==> src/rtl/hazard_ctrl.sv <==
// -----------------------------------------------------------------------------
// hazard_ctrl
//
// Central pipeline sequencer for the 5-stage MIPS core. Each cycle it decides
// whether the PC and each inter-stage buffer advances, holds or is flushed:
//   - load-use hazards insert exactly one bubble into ID/EX,
//   - a taken branch/jump in ID flushes IF/ID,
//   - a data-memory stall freezes the whole pipeline,
//   - a halt instruction drains the pipeline into a sticky halted state.
// Two saturating performance counters track stall cycles and branch flushes.
//
// Parameters
//   DRAIN_CYCLES  cycles from halt acceptance to halted_o (ID/EX, EX/MEM and
//                 MEM/WB empty out); must be >= 1
//   CNT_W         width of the performance counters
//
// Ports
//   clk_i            clock, all state updates on the rising edge
//   rst_i            asynchronous active-low reset
//   ifid_rs_i        rs field of the instruction in IF/ID
//   ifid_rt_i        rt field of the instruction in IF/ID
//   ifid_use_rt_i    IF/ID instruction reads rt as a source
//   idex_memread_i   ID/EX instruction is a load
//   idex_rt_i        destination register of the ID/EX load
//   branch_taken_i   branch/jump in ID resolved taken
//   halt_i           IF/ID holds a halt instruction
//   dmem_stall_i     data memory not ready this cycle
//   pc_write_o       PC loads the next PC
//   IF_stall_o       IF/ID holds
//   IF_flush_o       IF/ID loads zero (nop)
//   ID_flush_o       ID/EX loads a bubble
//   EX_stall_o       ID/EX holds
//   MEM_stall_o      EX/MEM and MEM/WB hold
//   halted_o         registered, pipeline drained, sticky until reset
//   stall_cycles_o   saturating count of stall cycles
//   flush_count_o    saturating count of taken-branch flushes
// -----------------------------------------------------------------------------
module hazard_ctrl #(
  parameter int DRAIN_CYCLES = 3,
  parameter int CNT_W        = 16
) (
  input  logic             clk_i,
  input  logic             rst_i,
  input  logic [4:0]       ifid_rs_i,
  input  logic [4:0]       ifid_rt_i,
  input  logic             ifid_use_rt_i,
  input  logic             idex_memread_i,
  input  logic [4:0]       idex_rt_i,
  input  logic             branch_taken_i,
  input  logic             halt_i,
  input  logic             dmem_stall_i,
  output logic             pc_write_o,
  output logic             IF_stall_o,
  output logic             IF_flush_o,
  output logic             ID_flush_o,
  output logic             EX_stall_o,
  output logic             MEM_stall_o,
  output logic             halted_o,
  output logic [CNT_W-1:0] stall_cycles_o,
  output logic [CNT_W-1:0] flush_count_o
);

  // Sequencer states
  localparam logic [1:0] ST_RUN    = 2'd0;
  localparam logic [1:0] ST_DRAIN  = 2'd1;
  localparam logic [1:0] ST_HALTED = 2'd2;

  localparam int DRAIN_W = (DRAIN_CYCLES > 1) ? $clog2(DRAIN_CYCLES + 1) : 1;
  localparam logic [DRAIN_W-1:0] DRAIN_LOAD = DRAIN_W'(DRAIN_CYCLES);
  localparam logic [DRAIN_W-1:0] DRAIN_ONE  = DRAIN_W'(1);

  // Performance counter slots
  localparam int CNT_STALL = 0;
  localparam int CNT_FLUSH = 1;

  logic [1:0]         state_q, state_d;
  logic [DRAIN_W-1:0] drain_q, drain_d;
  logic               halted_q, halted_d;

  // Raw control decisions, before reset gating
  logic pc_write_c;
  logic if_stall_c;
  logic if_flush_c;
  logic id_flush_c;
  logic ex_stall_c;
  logic mem_stall_c;

  logic [1:0]            cnt_inc;
  logic [1:0][CNT_W-1:0] cnt_val;

  // Load-use hazard: the load in ID/EX writes a register the IF/ID instruction
  // reads. r0 is never a real dependency. The rt compare only counts when the
  // instruction actually uses rt as a source (e.g. not for an I-type dest).
  logic lu;
  assign lu = idex_memread_i && (idex_rt_i != 5'd0) &&
              ((idex_rt_i == ifid_rs_i) ||
               (ifid_use_rt_i && (idex_rt_i == ifid_rt_i)));

  // ---------------------------------------------------------------------------
  // Next-state and control decode
  // ---------------------------------------------------------------------------
  always_comb begin
    state_d     = state_q;
    drain_d     = drain_q;
    halted_d    = halted_q;
    pc_write_c  = 1'b0;
    if_stall_c  = 1'b0;
    if_flush_c  = 1'b0;
    id_flush_c  = 1'b0;
    ex_stall_c  = 1'b0;
    mem_stall_c = 1'b0;
    cnt_inc     = 2'b00;

    case (state_q)
      ST_RUN: begin
        if (dmem_stall_i) begin
          // Whole-pipeline freeze; every other event is re-evaluated once
          // memory is ready, so nothing is lost by ignoring it here.
          if_stall_c         = 1'b1;
          ex_stall_c         = 1'b1;
          mem_stall_c        = 1'b1;
          cnt_inc[CNT_STALL] = 1'b1;
        end else if (lu) begin
          // Hold the consumer in IF/ID and push a bubble behind the load.
          // Next cycle ID/EX holds the bubble, so the hazard clears itself.
          if_stall_c         = 1'b1;
          id_flush_c         = 1'b1;
          cnt_inc[CNT_STALL] = 1'b1;
        end else if (halt_i) begin
          // Halt advances into ID/EX; nothing younger may follow it.
          if_flush_c = 1'b1;
          drain_d    = DRAIN_LOAD;
          state_d    = ST_DRAIN;
        end else if (branch_taken_i) begin
          pc_write_c         = 1'b1;
          if_flush_c         = 1'b1;
          cnt_inc[CNT_FLUSH] = 1'b1;
        end else begin
          pc_write_c = 1'b1;
        end
      end

      ST_DRAIN: begin
        // Fetch stays frozen and IF/ID stays empty while older work retires.
        // IF_flush takes precedence over any IF/ID hold, so IF_stall stays 0.
        if_flush_c = 1'b1;
        if (dmem_stall_i) begin
          ex_stall_c         = 1'b1;
          mem_stall_c        = 1'b1;
          cnt_inc[CNT_STALL] = 1'b1;
        end else begin
          drain_d = drain_q - DRAIN_ONE;
          // <= guards against a corrupted zero count draining forever
          if (drain_q <= DRAIN_ONE) begin
            state_d  = ST_HALTED;
            halted_d = 1'b1;
          end
        end
      end

      ST_HALTED: begin
        if_flush_c = 1'b1;
      end

      default: begin
        // Unreachable encoding: recover to RUN
        state_d  = ST_RUN;
        drain_d  = '0;
        halted_d = 1'b0;
      end
    endcase
  end

  // ---------------------------------------------------------------------------
  // State registers
  // ---------------------------------------------------------------------------
  always_ff @(posedge clk_i or negedge rst_i) begin
    if (!rst_i) begin
      state_q  <= ST_RUN;
      drain_q  <= '0;
      halted_q <= 1'b0;
    end else begin
      state_q  <= state_d;
      drain_q  <= drain_d;
      halted_q <= halted_d;
    end
  end

  // ---------------------------------------------------------------------------
  // Saturating performance counters. Increments are only raised in RUN and
  // DRAIN, so both counters are frozen once HALTED is reached.
  // ---------------------------------------------------------------------------
  genvar gi;
  generate
    for (gi = 0; gi < 2; gi++) begin : g_perf
      logic [CNT_W-1:0] cnt_q;

      always_ff @(posedge clk_i or negedge rst_i) begin
        if (!rst_i) begin
          cnt_q <= '0;
        end else if (cnt_inc[gi] && (cnt_q != {CNT_W{1'b1}})) begin
          cnt_q <= cnt_q + 1'b1;
        end
      end

      assign cnt_val[gi] = cnt_q;
    end
  endgenerate

  // ---------------------------------------------------------------------------
  // Outputs. The buffers sample the controls on the same edge, so they are
  // combinational; they are forced low while reset is held so nothing in the
  // pipeline (including the PC) moves during reset.
  // ---------------------------------------------------------------------------
  assign pc_write_o     = rst_i & pc_write_c;
  assign IF_stall_o     = rst_i & if_stall_c;
  assign IF_flush_o     = rst_i & if_flush_c;
  assign ID_flush_o     = rst_i & id_flush_c;
  assign EX_stall_o     = rst_i & ex_stall_c;
  assign MEM_stall_o    = rst_i & mem_stall_c;
  assign halted_o       = halted_q;
  assign stall_cycles_o = cnt_val[CNT_STALL];
  assign flush_count_o  = cnt_val[CNT_FLUSH];

endmodule

==> config.mk <==
export PLATFORM = sky130hd
export DESIGN_NAME = hazard_ctrl
export DESIGN_NICKNAME = d
export VERILOG_FILES = /design/src/rtl/hazard_ctrl.sv
export SDC_FILE = /design/constraint.sdc
export NUM_CORES = 1
export LEC_CHECK = 0
export ABC_AREA = 1
export CAP_MARGIN = 30
export CORE_ASPECT_RATIO = 0.7
export CORE_MARGIN = 10
export CORE_UTILIZATION = 55
export CTS_CLUSTER_SIZE = 25
export DETAILED_ROUTE_END_ITERATION = 12
export PLACE_DENSITY = 0.92
export RECOVER_POWER = 25
export SETUP_SLACK_MARGIN = 0.02
export SLEW_MARGIN = 25
export SYNTH_ARGS = -nofsm -noshare
export SYNTH_HDL_FRONTEND = slang
export SYNTH_SLANG_ARGS = --single-unit
==> constraint.sdc <==
create_clock -name clk_i -period 4 [get_ports clk_i]
set_input_delay 0.6 -clock clk_i [delete_from_list [all_inputs] [get_ports clk_i]]
set_output_delay 0.6 -clock clk_i [all_outputs]
set_load 0.02 [all_outputs]
# [Word-level counts from Yosys, hierarchy flattened]
# Index checks and enable logic that the tools add are counted.
[totals] register_bits=37 input_bits=22 output_inout_bits=39 elab_cells=76
[op_classes] n_addsub=3 magnitude_cmp=1 eq_ne=11 mux=35 bitwise_logic=7 n_reduce_logical=14
[ops] cell="adder 16 x 1 -> 16 bit, second input constant" count=2
[ops] cell="inequality test 16 bit, second input constant" count=2
[ops] cell="two-way mux 1 bit" count=21
[ops] cell="two-way mux 2 bit" count=9
[ops] cell="case mux 2 bit (3 select lines)" count=2
[ops] cell="== test 5 bit" count=2
[ops] cell="inequality test 2 bit, second input constant" count=5
[ops] cell="case mux 1 bit (2 select lines)" count=3
[ops] cell="AND reduction 6 bit" count=1
[ops] cell="OR reduction 2 bit" count=3
[ops] cell="AND 1 bit" count=5
[ops] cell="logical AND 1 bit" count=5
[ops] cell="AND reduction 5 bit" count=1
[ops] cell="nonzero test 5 bit" count=1
[ops] cell="AND reduction 3 bit" count=1
[ops] cell="== test 2 x 1 -> 1 bit, second input constant" count=1
[ops] cell="== test 2 bit, second input constant" count=1
[ops] cell="<= comparator 2 x 1 -> 1 bit, second input constant" count=1
[ops] cell="logical NOT 2 bit" count=1
[ops] cell="inverter 1 bit" count=2
[ops] cell="subtractor 2 x 1 -> 2 bit, second input constant" count=1
[ops] cell="logical OR 1 bit" count=1

# [Logic depth before layout (Yosys ltp)]
[depth] depth_word=8 ltp_mapped=14 ltp_nobuf=13

# [Worst setup path before layout]
# OpenSTA, ideal clock, no wires.
[synth_path] kind="register to output" start="register state_q[0]" end="output MEM_stall_o" t_arrival_ns=1.676 required_ns=3.400 path_slack_ns=1.724 path_stages_with_launch=6 path_buffers=1 cell_sequence="dfrtp_1 -> inv_1 -> ha_1 -> inv_1 -> a211oi_1 -> buf_4"
[synth_between] elab_chain_len=4 word_cells_on_any_way=5 cone_classes="eq/ne: 1; mux: 1; bitwise: 1; reduce/logical: 2"
[synth_rtl] item="start: declaration" line="76" source="logic [1:0] state_q, state_d;"
[synth_rtl] item="start signal: assignment" line="183" source="state_q <= state_d;"
[synth_rtl] item="== test 2 x 1 -> 1 bit or logical NOT 2 bit (tied branches)"
[synth_rtl] item="OR reduction 2 bit (no line) (*)"
[synth_rtl] item="two-way mux 1 bit (*)"
[synth_rtl] item="AND 1 bit (*)"
[synth_rtl] item="end: declaration" line="57" source="output logic MEM_stall_o,"
# Every way passes the cells marked *; elsewhere a longest branch is shown, timed or not.

# [Worst setup path in the final report]
[layout_path] start="input idex_rt_i[3]" end="output ID_flush_o"
[layout_between] elab_chain_len=8 word_cells_on_any_way=11 cone_classes="eq/ne: 2; mux: 3; bitwise: 1; reduce/logical: 5"
[layout_rtl] item="start: declaration" line="48" source="input logic [4:0] idex_rt_i,"
[layout_rtl] item="== test 5 bit" line="97" source="(ifid_use_rt_i && (idex_rt_i == ifid_rt_i)));"
[layout_rtl] item="logical AND 1 bit" line="97"
[layout_rtl] item="logical OR 1 bit" line="96" source="((idex_rt_i == ifid_rs_i) ||"
[layout_rtl] item="logical AND 1 bit (*)" line="95" source="assign lu = idex_memread_i && (idex_rt_i != 5'd0) &&"
[layout_rtl] item="two-way mux 1 bit (*)" line="123" source="end else if (lu) begin"
[layout_rtl] item="two-way mux 1 bit (*)" line="116" source="if (dmem_stall_i) begin"
[layout_rtl] item="two-way mux 1 bit (*)" line="114" source="case (state_q)"
[layout_rtl] item="AND 1 bit (*)" line="218" source="assign ID_flush_o = rst_i & id_flush_c;"
[layout_rtl] item="end: declaration" line="55" source="output logic ID_flush_o,"
# Marked as above.

==> impl_metrics.toml <==
[timing]
rsz0062_at_grt = "false"
setup_viol = 0
final_hold_viol_count = 0
fin_setup_tns_ns = 0
slew_viol_final = 38
fin_crit_ns = 3.14
period_share_pct = 78.4
worst_pin_slew_ns = 1.93
skew_ns = 0.0135
max_freq_ghz = 0.319
relSlewSlack_pct = -28.9

[die]
core-area_um2 = 4730
fp.dieW_um = 103
rows = 21
dieArea_um2 = 8100
chipHeight_um = 78.4
ios = 61
initial_core_util_pct = 56.6

[cts]
hold_buffers = 0
clk_pin_slew_ns = 0.07
cts_tree = "built"
cts-resized-gates = 0
cts.sinks = 37
htreeDepth = 2
ctsLongestPathBuffers = 2
post_cts_buffers = 0
numCtsBuffers = 5
root_buffer = "clkbuf_8"
worstSkewPairLatency_ns = 0.30

[yosys]
ys_warn_count = 0
syn_area_um2 = 2680
ys_types = 30
synth_seq_area_share_pct = 34.6
synth-seq-cells = 37
syn_nets = 403
syn_area_per_cell_um2 = 7.15
syn_inst = 374

[global_routing]
grt_usage_pct = 17.9
grt_pass1_vias = 2559
antenna_found_initial = 0
grt_pass1_wl_um = 12000
overflow = 0
grt_max_degree = 38

[setup_path]
crit_cells = 10
worstSetupEndpointType = "primary output"
r2r-end = "flush_count_o[5]"
worst_path_max_delay_cell = "clkdlybuf4s50_1"
crit_required_ns = 3.40
critical_path_peak_fanout = 4
r2r_cells = 7
cpLargestDelayFamily = "buffers and inverters"
slowest_delay_ns = 0.66
crit_chain = "clkdlybuf4s50_1 > inv_2 > nand2_1 > nand2_1 > nor2_1 > nand3_1 > nand2_1 > nand2_2 > nor4_1 > clkdlybuf4s50_1"
arrival_ns = 2.54
startpoint_type = "primary input"
critPathKind = "in -> out"
cp-endpoint = "ID_flush_o"
r2r-start = "state_q[1]"
path_common_cell = "nand2_1"
cp-startpoint = "idex_rt_i[3]"
reg2reg_slack_ns = 1.73
crit_buf_inv = 3

[min_path]
min_from = "halted_o"
min_path_type = "reg -> reg"
holdPathStages = 2

[run_status]
outcome = "finished, violations left"
violations = "capacitance limit, slew limit"

[place]
routabilityCongestion = 0.893
dp_hpwl_um = 5240
port_buffers = 60

[detailed_routing]
drc = 0
wl_met1_um = 2960
firstDrtPassIters = 5
vias = 2666
routed_wl_um = 7050
met3RoutedLength_um = 477
drt_iter0_drc = 239
wl_met2_um = 3540
viasPerCell = 5.42
ant_nets = 0
maxUsedRoutingLayer = "met4"
routedWlPerCell_um = 14.3

[layout]
fill_cells = 346
multi_input_area_um2 = 1490
seqCellArea_um2 = 926
drive_above_1_share_pct = 6.44
utilization_pct = 71.8
antenna_cells = 0
nets = 463
synthToLayoutAreaGrowth_pct = 27.0

[power_and_ir_drop]
p_leak_nw = 1.63
peakVddDrop_v = 0.000254
p_per_area_nw_per_um2 = 566

[flow_run]
maxCapViolCount = 1
## stage by stage
stage               std cells  power [mW]  setup slack [ns]  hold WS (ns)  area (um2)
floorplan                 374        1.22              1.72         0.304        2680
global placement          484        1.55             0.966         0.473        3290
detailed placement        484        1.59             0.867         0.477        3290
CTS                       492        1.93             0.864         0.393        3400
global route              492        2.07             0.658         0.557        3400
finish                    492        1.92             0.864         0.485        3400
## cell usage after synthesis
library cell,number,share of area [%]
a211oi_1,1,0.28
a21oi_1,1,0.19
buf_2,3,0.56
buf_4,1,0.28
buf_6,3,1.3
clkbuf_4,1,0.28
dfrtp_1,37,35
ha_1,7,3.3
inv_1,47,6.6
inv_2,6,0.84
nand2_1,108,15
nand2_2,3,0.70
nand2_4,1,0.42
nand3_1,46,8.6
nand3_2,4,1.5
nand4_1,6,1.4
nand4_2,1,0.47
nor2_1,27,3.8
nor2_2,3,0.70
nor3_1,12,2.2
nor3_2,1,0.37
nor3_4,1,0.61
nor4_1,2,0.47
o21a_1,1,0.28
o21ai_0,5,0.94
o21ai_1,1,0.19
o21bai_1,16,4.5
or3b_2,1,0.33
xnor2_1,6,2.0
xor2_1,22,7.2
## worst min-delay path by stage
stage / endpoint / slack (ns)
after CTS: flush_count_o[2] / 0.39
after global placement: halted_o / 0.47
final: halted_o / 0.48
after floorplan: drain_q[0] / 0.30
after global routing: stall_cycles_o[7] / 0.56
after detailed placement: halted_o / 0.48
## layout make-up
cell class	count	share of cell area, %
multi-input combinational	276	43.8
inverter	53	5.86
sequential	37	27.3
tap	57	2.10
clock buffer	7	2.54
timing repair buffer	61	17.6
clock inverter	1	0.884
## cell usage in the layout, fill, tap and decap left out, types with 7 or more instances in the layout
| master | instances |
|---|---|
| inv_1 | 47 |
| clkdlybuf4s50_1 | 59 |
| dfrtp_1 | 37 |
| o21bai_1 | 16 |
| nand3_1 | 46 |
| nor2_1 | 27 |
| nand2_1 | 108 |
| ha_1 | 7 |
| xor2_1 | 22 |
| nor3_1 | 12 |
## where the power goes
group | internal, mW | total, mW | switching [mW]
logic | 0.406 | 0.947 | 0.541
clock network | 0.203 | 0.339 | 0.136
registers | 0.492 | 0.638 | 0.146
total | 1.10 | 1.92 | 0.823
## registers in the layout (all words and copies together) (netlist names)
| name | cells |
|---|---|
| flush_count_o | 16 |
| stall_cycles_o | 16 |
| drain_q | 2 |
| state_q | 2 |
| halted_o | 1 |
## per-layer routing
layer  global-route usage, %  up-vias
met5                       0        -
met4                    5.68        0
met3                    4.20        9
met2                    30.1      100
met1                    22.1     1248
li1                        -     1309
## worst min-delay path, cell delays in order (launching register included)
cell	delay, ns
dfrtp_1	0.34
nand2_1	0.05
o21ai_0	0.06
## kinds of logic after synthesis
family / Yosys count / share of synthesized area (%)
compound gates: 25 / 6.36
buf+inv: 61 / 9.82
xor+xnor: 28 / 9.17
fa+ha+maj: 7 / 3.27
flops: 37 / 34.6
simple gates: 216 / 36.8
(Power assumes the default switching activity.)
